`config.mk`:
```
export PLATFORM = sky130hd
export DESIGN_NAME = instr_fetch_unit_flat
export DESIGN_NICKNAME = d
export VERILOG_FILES = /design/src/rtl/instr_fetch_unit_if.sv /design/src/rtl/instr_fetch_unit.sv /design/src/flat_wrapper.sv
export SDC_FILE = /design/constraint.sdc
export NUM_CORES = 1
export LEC_CHECK = 0
export CAP_MARGIN = 5
export CORE_AREA = 2 2 67 69
export CTS_BUF_LIST = sky130_fd_sc_hd__clkbuf_16
export DETAILED_ROUTE_END_ITERATION = 7
export DIE_AREA = 0 0 69 71
export PLACE_DENSITY = 0.56
export SYNTH_ARGS = -nofsm -noshare
export SYNTH_HDL_FRONTEND = slang
export SYNTH_SLANG_ARGS = --single-unit
```
`constraint.sdc`:
```
create_clock -name clk -period 3.3 [get_ports clk]
set_input_delay 0.33 -clock clk [delete_from_list [all_inputs] [get_ports clk]]
set_output_delay 0.33 -clock clk [all_outputs]
set_load 0.02 [all_outputs]
```
`src/rtl/instr_fetch_unit_if.sv`:
```
// instr_fetch_unit_if: control inputs and fetch results of the fetch unit.
// master = processor control / decode side, slave = fetch unit.
interface instr_fetch_unit_if #(
  parameter int INSTR_WIDTH  = 16,
  parameter int ADDR_WIDTH   = 6,
  parameter int OFFSET_WIDTH = 8
);
  logic                    start;
  logic                    stall;
  logic                    branch_taken;
  logic [OFFSET_WIDTH-1:0] branch_offset;
  logic                    jump;
  logic [INSTR_WIDTH-1:0]  instr;
  logic [ADDR_WIDTH-1:0]   instr_pc;
  logic                    instr_valid;
  logic [ADDR_WIDTH-1:0]   pc;
  logic                    halted;
  logic                    fault;

  modport master (
    output start, stall, branch_taken, branch_offset, jump,
    input  instr, instr_pc, instr_valid, pc, halted, fault
  );

  modport slave (
    input  start, stall, branch_taken, branch_offset, jump,
    output instr, instr_pc, instr_valid, pc, halted, fault
  );
endinterface

```
`src/rtl/instr_fetch_unit.sv`:
```
// instr_fetch_unit: PC, synchronous instruction memory, relative redirects.
// Define IFU_PROG_LOAD_EN to add the prog_* program-load write port.
module instr_fetch_unit #(
  parameter int                    INSTR_WIDTH  = 16,
  parameter int                    ADDR_WIDTH   = 6,
  parameter int                    DEPTH        = 32,
  parameter int                    OFFSET_WIDTH = 8,
  parameter logic [ADDR_WIDTH-1:0] RESET_PC     = '0,
  parameter logic [3:0]            HALT_OPCODE  = 4'b1110,
  parameter string                 INIT_FILE    = ""
) (
  input  logic                   clk,
  input  logic                   rst,
`ifdef IFU_PROG_LOAD_EN
  input  logic                   prog_we,
  input  logic [ADDR_WIDTH-1:0]  prog_addr,
  input  logic [INSTR_WIDTH-1:0] prog_data,
`endif
  instr_fetch_unit_if.slave      bus
);

  localparam int IW = (DEPTH > 1) ? $clog2(DEPTH) : 1;
  localparam logic [ADDR_WIDTH:0] DEPTH_C = (ADDR_WIDTH+1)'(DEPTH);

  typedef enum logic [1:0] {
    IDLE,
    FETCH,
    HALT
  } state_t;

  state_t state, state_nx;

  logic [INSTR_WIDTH-1:0] mem [DEPTH];

  logic [INSTR_WIDTH-1:0] instr_q;
  logic [ADDR_WIDTH-1:0]  pc_q, pc_nx;
  logic [ADDR_WIDTH-1:0]  ipc_q, ipc_nx;
  logic                   valid_q, valid_nx;
  logic                   halted_q, halted_nx;
  logic                   fault_q, fault_nx;
  logic                   fetch;

  logic [3:0]            opcode;
  logic                  is_halt;
  logic                  pc_oob;
  logic                  take_jump;
  logic                  take_branch;
  logic [ADDR_WIDTH-1:0] jmp_off;
  logic [ADDR_WIDTH-1:0] br_off;
  logic [IW-1:0]         rd_addr;

  initial begin
    for (int i = 0; i < DEPTH; i++) mem[i] = '0;
  end

  assign opcode      = instr_q[INSTR_WIDTH-1 -: 4];
  assign is_halt     = valid_q && (opcode == HALT_OPCODE);
  assign pc_oob      = {1'b0, pc_q} >= DEPTH_C;
  assign take_jump   = bus.jump && valid_q;
  assign take_branch = bus.branch_taken && valid_q;
  assign rd_addr     = pc_q[IW-1:0];

  // Offsets are sign-extended, then truncated to the PC width.
  assign jmp_off = ADDR_WIDTH'(signed'(instr_q[7:0]));
  assign br_off  = ADDR_WIDTH'(signed'(bus.branch_offset));

  always_ff @(posedge clk or posedge rst) begin
    if (rst) begin
      state    <= IDLE;
      pc_q     <= RESET_PC;
      instr_q  <= '0;
      ipc_q    <= '0;
      valid_q  <= 1'b0;
      halted_q <= 1'b0;
      fault_q  <= 1'b0;
    end else begin
      state    <= state_nx;
      pc_q     <= pc_nx;
      ipc_q    <= ipc_nx;
      valid_q  <= valid_nx;
      halted_q <= halted_nx;
      fault_q  <= fault_nx;
      if (fetch) instr_q <= mem[rd_addr];
    end
  end

  always_comb begin
    state_nx = state;
    unique case (state)
      IDLE, HALT: begin
        if (bus.start) state_nx = FETCH;
      end
      FETCH: begin
        if (!bus.stall && !take_jump && !take_branch &&
            (is_halt || pc_oob))
          state_nx = HALT;
      end
      default: state_nx = IDLE;
    endcase
  end

  always_comb begin
    pc_nx     = pc_q;
    ipc_nx    = ipc_q;
    valid_nx  = valid_q;
    halted_nx = halted_q;
    fault_nx  = fault_q;
    fetch     = 1'b0;
    unique case (state)
      IDLE, HALT: begin
        if (bus.start) begin
          pc_nx     = RESET_PC;
          halted_nx = 1'b0;
        end
      end
      FETCH: begin
        if (bus.stall) begin
          pc_nx = pc_q;
        end else if (take_jump) begin
          pc_nx    = ipc_q + jmp_off;
          valid_nx = 1'b0;
        end else if (take_branch) begin
          pc_nx    = ipc_q + br_off;
          valid_nx = 1'b0;
        end else if (is_halt) begin
          valid_nx  = 1'b0;
          halted_nx = 1'b1;
        end else if (pc_oob) begin
          fault_nx  = 1'b1;
          valid_nx  = 1'b0;
          halted_nx = 1'b1;
        end else begin
          fetch    = 1'b1;
          ipc_nx   = pc_q;
          valid_nx = 1'b1;
          pc_nx    = pc_q + 1'b1;
        end
      end
      default: begin
        valid_nx = 1'b0;
      end
    endcase
  end

`ifdef IFU_PROG_LOAD_EN
  // Reads on the same edge see the old word.
  always_ff @(posedge clk) begin
    if (prog_we && ({1'b0, prog_addr} < DEPTH_C))
      mem[prog_addr[IW-1:0]] <= prog_data;
  end
`endif

  assign bus.instr       = instr_q;
  assign bus.instr_pc    = ipc_q;
  assign bus.instr_valid = valid_q;
  assign bus.pc          = pc_q;
  assign bus.halted      = halted_q;
  assign bus.fault       = fault_q;

endmodule

```
`src/flat_wrapper.sv`:
```
// flat-port wrapper written by rule: the top's interface ports become plain ports
module instr_fetch_unit_flat 
#(
  parameter int                    INSTR_WIDTH  = 16,
  parameter int                    ADDR_WIDTH   = 6,
  parameter int                    DEPTH        = 32,
  parameter int                    OFFSET_WIDTH = 8,
  parameter logic [ADDR_WIDTH-1:0] RESET_PC     = '0,
  parameter logic [3:0]            HALT_OPCODE  = 4'b1110,
  parameter string                 INIT_FILE    = ""
)
  (clk, rst, bus_start, bus_stall, bus_branch_taken, bus_branch_offset, bus_jump, bus_instr, bus_instr_pc, bus_instr_valid, bus_pc, bus_halted, bus_fault);
  instr_fetch_unit_if #(.INSTR_WIDTH(INSTR_WIDTH), .ADDR_WIDTH(ADDR_WIDTH), .OFFSET_WIDTH(OFFSET_WIDTH)) bus_i ();
  input  logic clk;
  input  logic rst;
  input wire logic [$bits(bus_i.start)-1:0] bus_start;
  input wire logic [$bits(bus_i.stall)-1:0] bus_stall;
  input wire logic [$bits(bus_i.branch_taken)-1:0] bus_branch_taken;
  input wire logic [$bits(bus_i.branch_offset)-1:0] bus_branch_offset;
  input wire logic [$bits(bus_i.jump)-1:0] bus_jump;
  output wire logic [$bits(bus_i.instr)-1:0] bus_instr;
  output wire logic [$bits(bus_i.instr_pc)-1:0] bus_instr_pc;
  output wire logic [$bits(bus_i.instr_valid)-1:0] bus_instr_valid;
  output wire logic [$bits(bus_i.pc)-1:0] bus_pc;
  output wire logic [$bits(bus_i.halted)-1:0] bus_halted;
  output wire logic [$bits(bus_i.fault)-1:0] bus_fault;
  assign bus_i.start = bus_start;
  assign bus_i.stall = bus_stall;
  assign bus_i.branch_taken = bus_branch_taken;
  assign bus_i.branch_offset = bus_branch_offset;
  assign bus_i.jump = bus_jump;
  assign bus_instr = bus_i.instr;
  assign bus_instr_pc = bus_i.instr_pc;
  assign bus_instr_valid = bus_i.instr_valid;
  assign bus_pc = bus_i.pc;
  assign bus_halted = bus_i.halted;
  assign bus_fault = bus_i.fault;
  instr_fetch_unit #(.INSTR_WIDTH(INSTR_WIDTH), .ADDR_WIDTH(ADDR_WIDTH), .DEPTH(DEPTH), .OFFSET_WIDTH(OFFSET_WIDTH), .RESET_PC(RESET_PC), .HALT_OPCODE(HALT_OPCODE), .INIT_FILE(INIT_FILE)) u_core (.clk(clk), .rst(rst), .bus(bus_i));
endmodule
```
==> impl_metrics.csv <==
group,metric,value,unit
synth,synth_top_area_cell,"dfrtp_1",
worst_setup_path,startpoint,"bus_branch_offset[0]",
routing,firstDrtPassIters,4,
grt,grt_pass1_vias,888,
worst_setup_path,reg2reg_slack,1.37,ns
worst_setup_path,endpoint_kind,"flip-flop",
power_and_ir_drop,netSwitchingPower,0.568,mW
synth,syn-mean-instance-area,9.90,µm²
place,place.gp.congestion,0.831,
power_and_ir_drop,swShare,41.7,%
worst_setup_path,worstPathCellList,"clkdlybuf4s50_1 -> ha_1 -> fa_1 -> a31oi_1 -> xor2_1 -> a221oi_1 -> o22a_1",
clock_tree,cts_resized,0,
power_and_ir_drop,p_comb_share,51.9,%
synth,synthTopCellsByCount,"dfrtp_1 (17), buf_4 (16), nand2_1 (14), o21ai_0 (9), ha_1 (7)",
synth,ys_ff_latch,17,
die,die_w,69,µm
layout,drive_gt1_share,10.5,%
worst_setup_path,crit_buf_inv,1,
synth,synth_top_cell_area_share,34.7,%
routing,drt-vias-per-instance,4.64,
worst_setup_path,crit_slowest_cell,"clkdlybuf4s50_1",
grt,track_usage,11.6,%
worst_setup_path,critical_path.max_fanout,2,
worst_setup_path,path_delay_family,"compound AO/OA/AOI/OAI gates",
synth,syn_area,1230,µm²
synth,netlist_top_cells_area,"dfrtp_1 (35%), buf_4 (9.8%), ha_1 (7.1%)",
layout,area_delta_synth_final,26.9,%
synth,ys_async_sr_fraction,100,%
sta,slew_violations,0,
sta,period_needed,1.99,ns
clock_tree,cts_tree,"built",
clock_tree,clockBufferDepth,2,
power_and_ir_drop,p_leak,0.702,nW
clock_tree,cts.sinks,17,
clock_tree,htree_levels,1,
worst_setup_path,worstReg2RegStart,"u_core.bus.instr_pc[0]",
sta,fin_skew,0.00305,ns
sta,slew_headroom,56.8,%
sta,worstMarginPinSlew,0.648,ns
synth,yosysSeqAreaShare,34.7,%
clock_tree,cts-root-buf,"clkbuf_16",
synth,synth_edf_count,0,
sta,setup_viol,0,
worst_setup_path,cp-start-kind,"input pin",
layout,final_nets,175,
power_and_ir_drop,powerDensity,873,nW/µm²
worst_setup_path,arrival,2.18,ns
layout,antennaDiodeCount,0,
flow_run,maxCapViolCount,0,
clock_tree,cts.hold.buffers_added,0,
sta,hold_viol,0,
outcome,outcome,"finished clean",
worst_setup_path,reg2reg_to,"u_core.bus.pc[4]",
routing,antenna_left,0,
layout,num-fill-cells,436,
grt,grt_pass1_wl,4540,µm
place,io_buffers,26,
clock_tree,cts_buffers,3,
clock_tree,path_clk_slew,0.05,ns
synth,synth_flop_cell,"dfrtp_1",
sta,hold_ws,0.470,ns
routing,wl_per_cell,13.1,µm
synth,ys_warn_count,0,
place,hpwl,2010,µm
worst_setup_path,path_class,"input pin to flip-flop",
die,die_h,71,µm
routing,routed_wl,2660,µm
die,initial_core_util,29.2,%
grt,antenna_found_initial,0,
clock_tree,cts_setup_buffers,0,
power_and_ir_drop,seqPwrFrac,30.3,%
die,rows,24,
routing,drt_iter0_markers,45,
grt,grt_max_degree,18,
die,ios,45,
synth,synth.most_common_cell,"dfrtp_1",
routing,drc,0,
worst_setup_path,critical_path.max_stage_delay,0.41,ns
grt,gr-total-overflow,0,
synth,yosysUniqueCellTypes,42,
die,fp.dieArea,4900,µm²
synth,syn-instance-count,124,
routing,vias,947,
worst_hold_path,hold_path.class,"input pin to asynchronous set/reset pin",
power_and_ir_drop,vdd_drop_max,0.000399,V
worst_setup_path,crit_required,3.49,ns
sta,rsz0062_at_grt,"false",
sta,setup-tns-final,0,ns
power_and_ir_drop,p_clk_share,17.8,%
clock_tree,clk_latency,0.25,ns
sta,period_share,60.4,%
worst_setup_path,r2r.worst_path.cells,6,
die,core_area,4200,µm²
sta,max_freq,502,MHz
power_and_ir_drop,intPower,0.793,mW
## sequential cells by signal, indices dropped and copies added (netlist names)
| signal | count |
|---|---|
| u_core.bus.fault | 1 |
| u_core.state | 2 |
| u_core.bus.instr_valid | 1 |
| u_core.bus.halted | 1 |
| u_core.bus.pc | 6 |
| u_core.bus.instr_pc | 6 |
## cell families after synthesis
kind of cell    after synthesis  synth area share, %
xor+xnor                      6                 4.28
buf+inv                      22                 12.2
mux                           6                 5.40
simple gates                 33                 15.6
fa+ha+maj                     8                 8.77
flops                        17                 34.7
compound gates               31                 18.8
other cells                   1                0.306
## metrics by stage
stage | setup WS [ns] | utilization, % | cell area [µm²] | std cells | power, mW
floorplan | 1.46 | - | 1280 | 139 | 0.870
global placement | 1.09 | 35.1 | 1480 | 200 | 1.11
detailed placement | 1.05 | 35.1 | 1480 | 200 | 1.12
CTS | 1.29 | 37.1 | 1560 | 204 | 1.38
global route | 1.24 | 37.1 | 1560 | 204 | 1.47
finish | 1.31 | 37.1 | 1560 | 204 | 1.36
## power by group through the flow
stage	Clock (mW)	Sequential [mW]	Combinational [mW]
2_1_floorplan	0	0.473	0.397
3_3_place_gp	0	0.412	0.700
3_5_place_dp	0	0.413	0.711
4_1_cts	0.250	0.413	0.717
5_1_grt	0.259	0.431	0.777
6_report	0.242	0.412	0.706
## area by class of cell
| class | count | area, µm² | share of cell area, % |
|---|---|---|---|
| Timing Repair Buffer | 26 | 260 | 16.7 |
| Sequential cell | 17 | 425 | 27.3 |
| Inverter | 5 | 18.8 | 1.20 |
| Multi-Input combinational cell | 100 | 708 | 45.5 |
| Clock buffer | 3 | 75.1 | 4.82 |
| Tap cell | 52 | 65.1 | 4.18 |
| Clock inverter | 1 | 5.00 | 0.321 |
## metal layers
layer	part of all wire [%]	GRT usage, %	vias to the layer above
li1	-	-	468
met1	48	16.0	440
met2	45	17.3	37
met3	6.0	3.70	2
met4	0.90	3.92	0
met5	0	0	-
## placed cells by master (no fill, tap or decap), drive strengths merged, types with 4 or more instances in the layout
cell and instances:
inv 5, a21oi 4, o21ai 10, dfrtp 17, ha 7, nand2 14, xor2 4, clkdlybuf4s50 26
conb 16, mux2 5
## worst max path at each step
| stage | cells past startpoint | endpoint |
|---|---|---|
| 3_3_place_gp | 7 | u_core.bus.pc[4] |
| 6_report | 7 | u_core.bus.pc[4] |
| 2_1_floorplan | 6 | u_core.bus.pc[4] |
| 4_1_cts | 7 | u_core.bus.pc[4] |
| 3_5_place_dp | 7 | u_core.bus.pc[4] |
| 5_1_grt | 4 | u_core.bus.instr_pc[3] |
No activity file was read; power rests on OpenSTA's default activity.
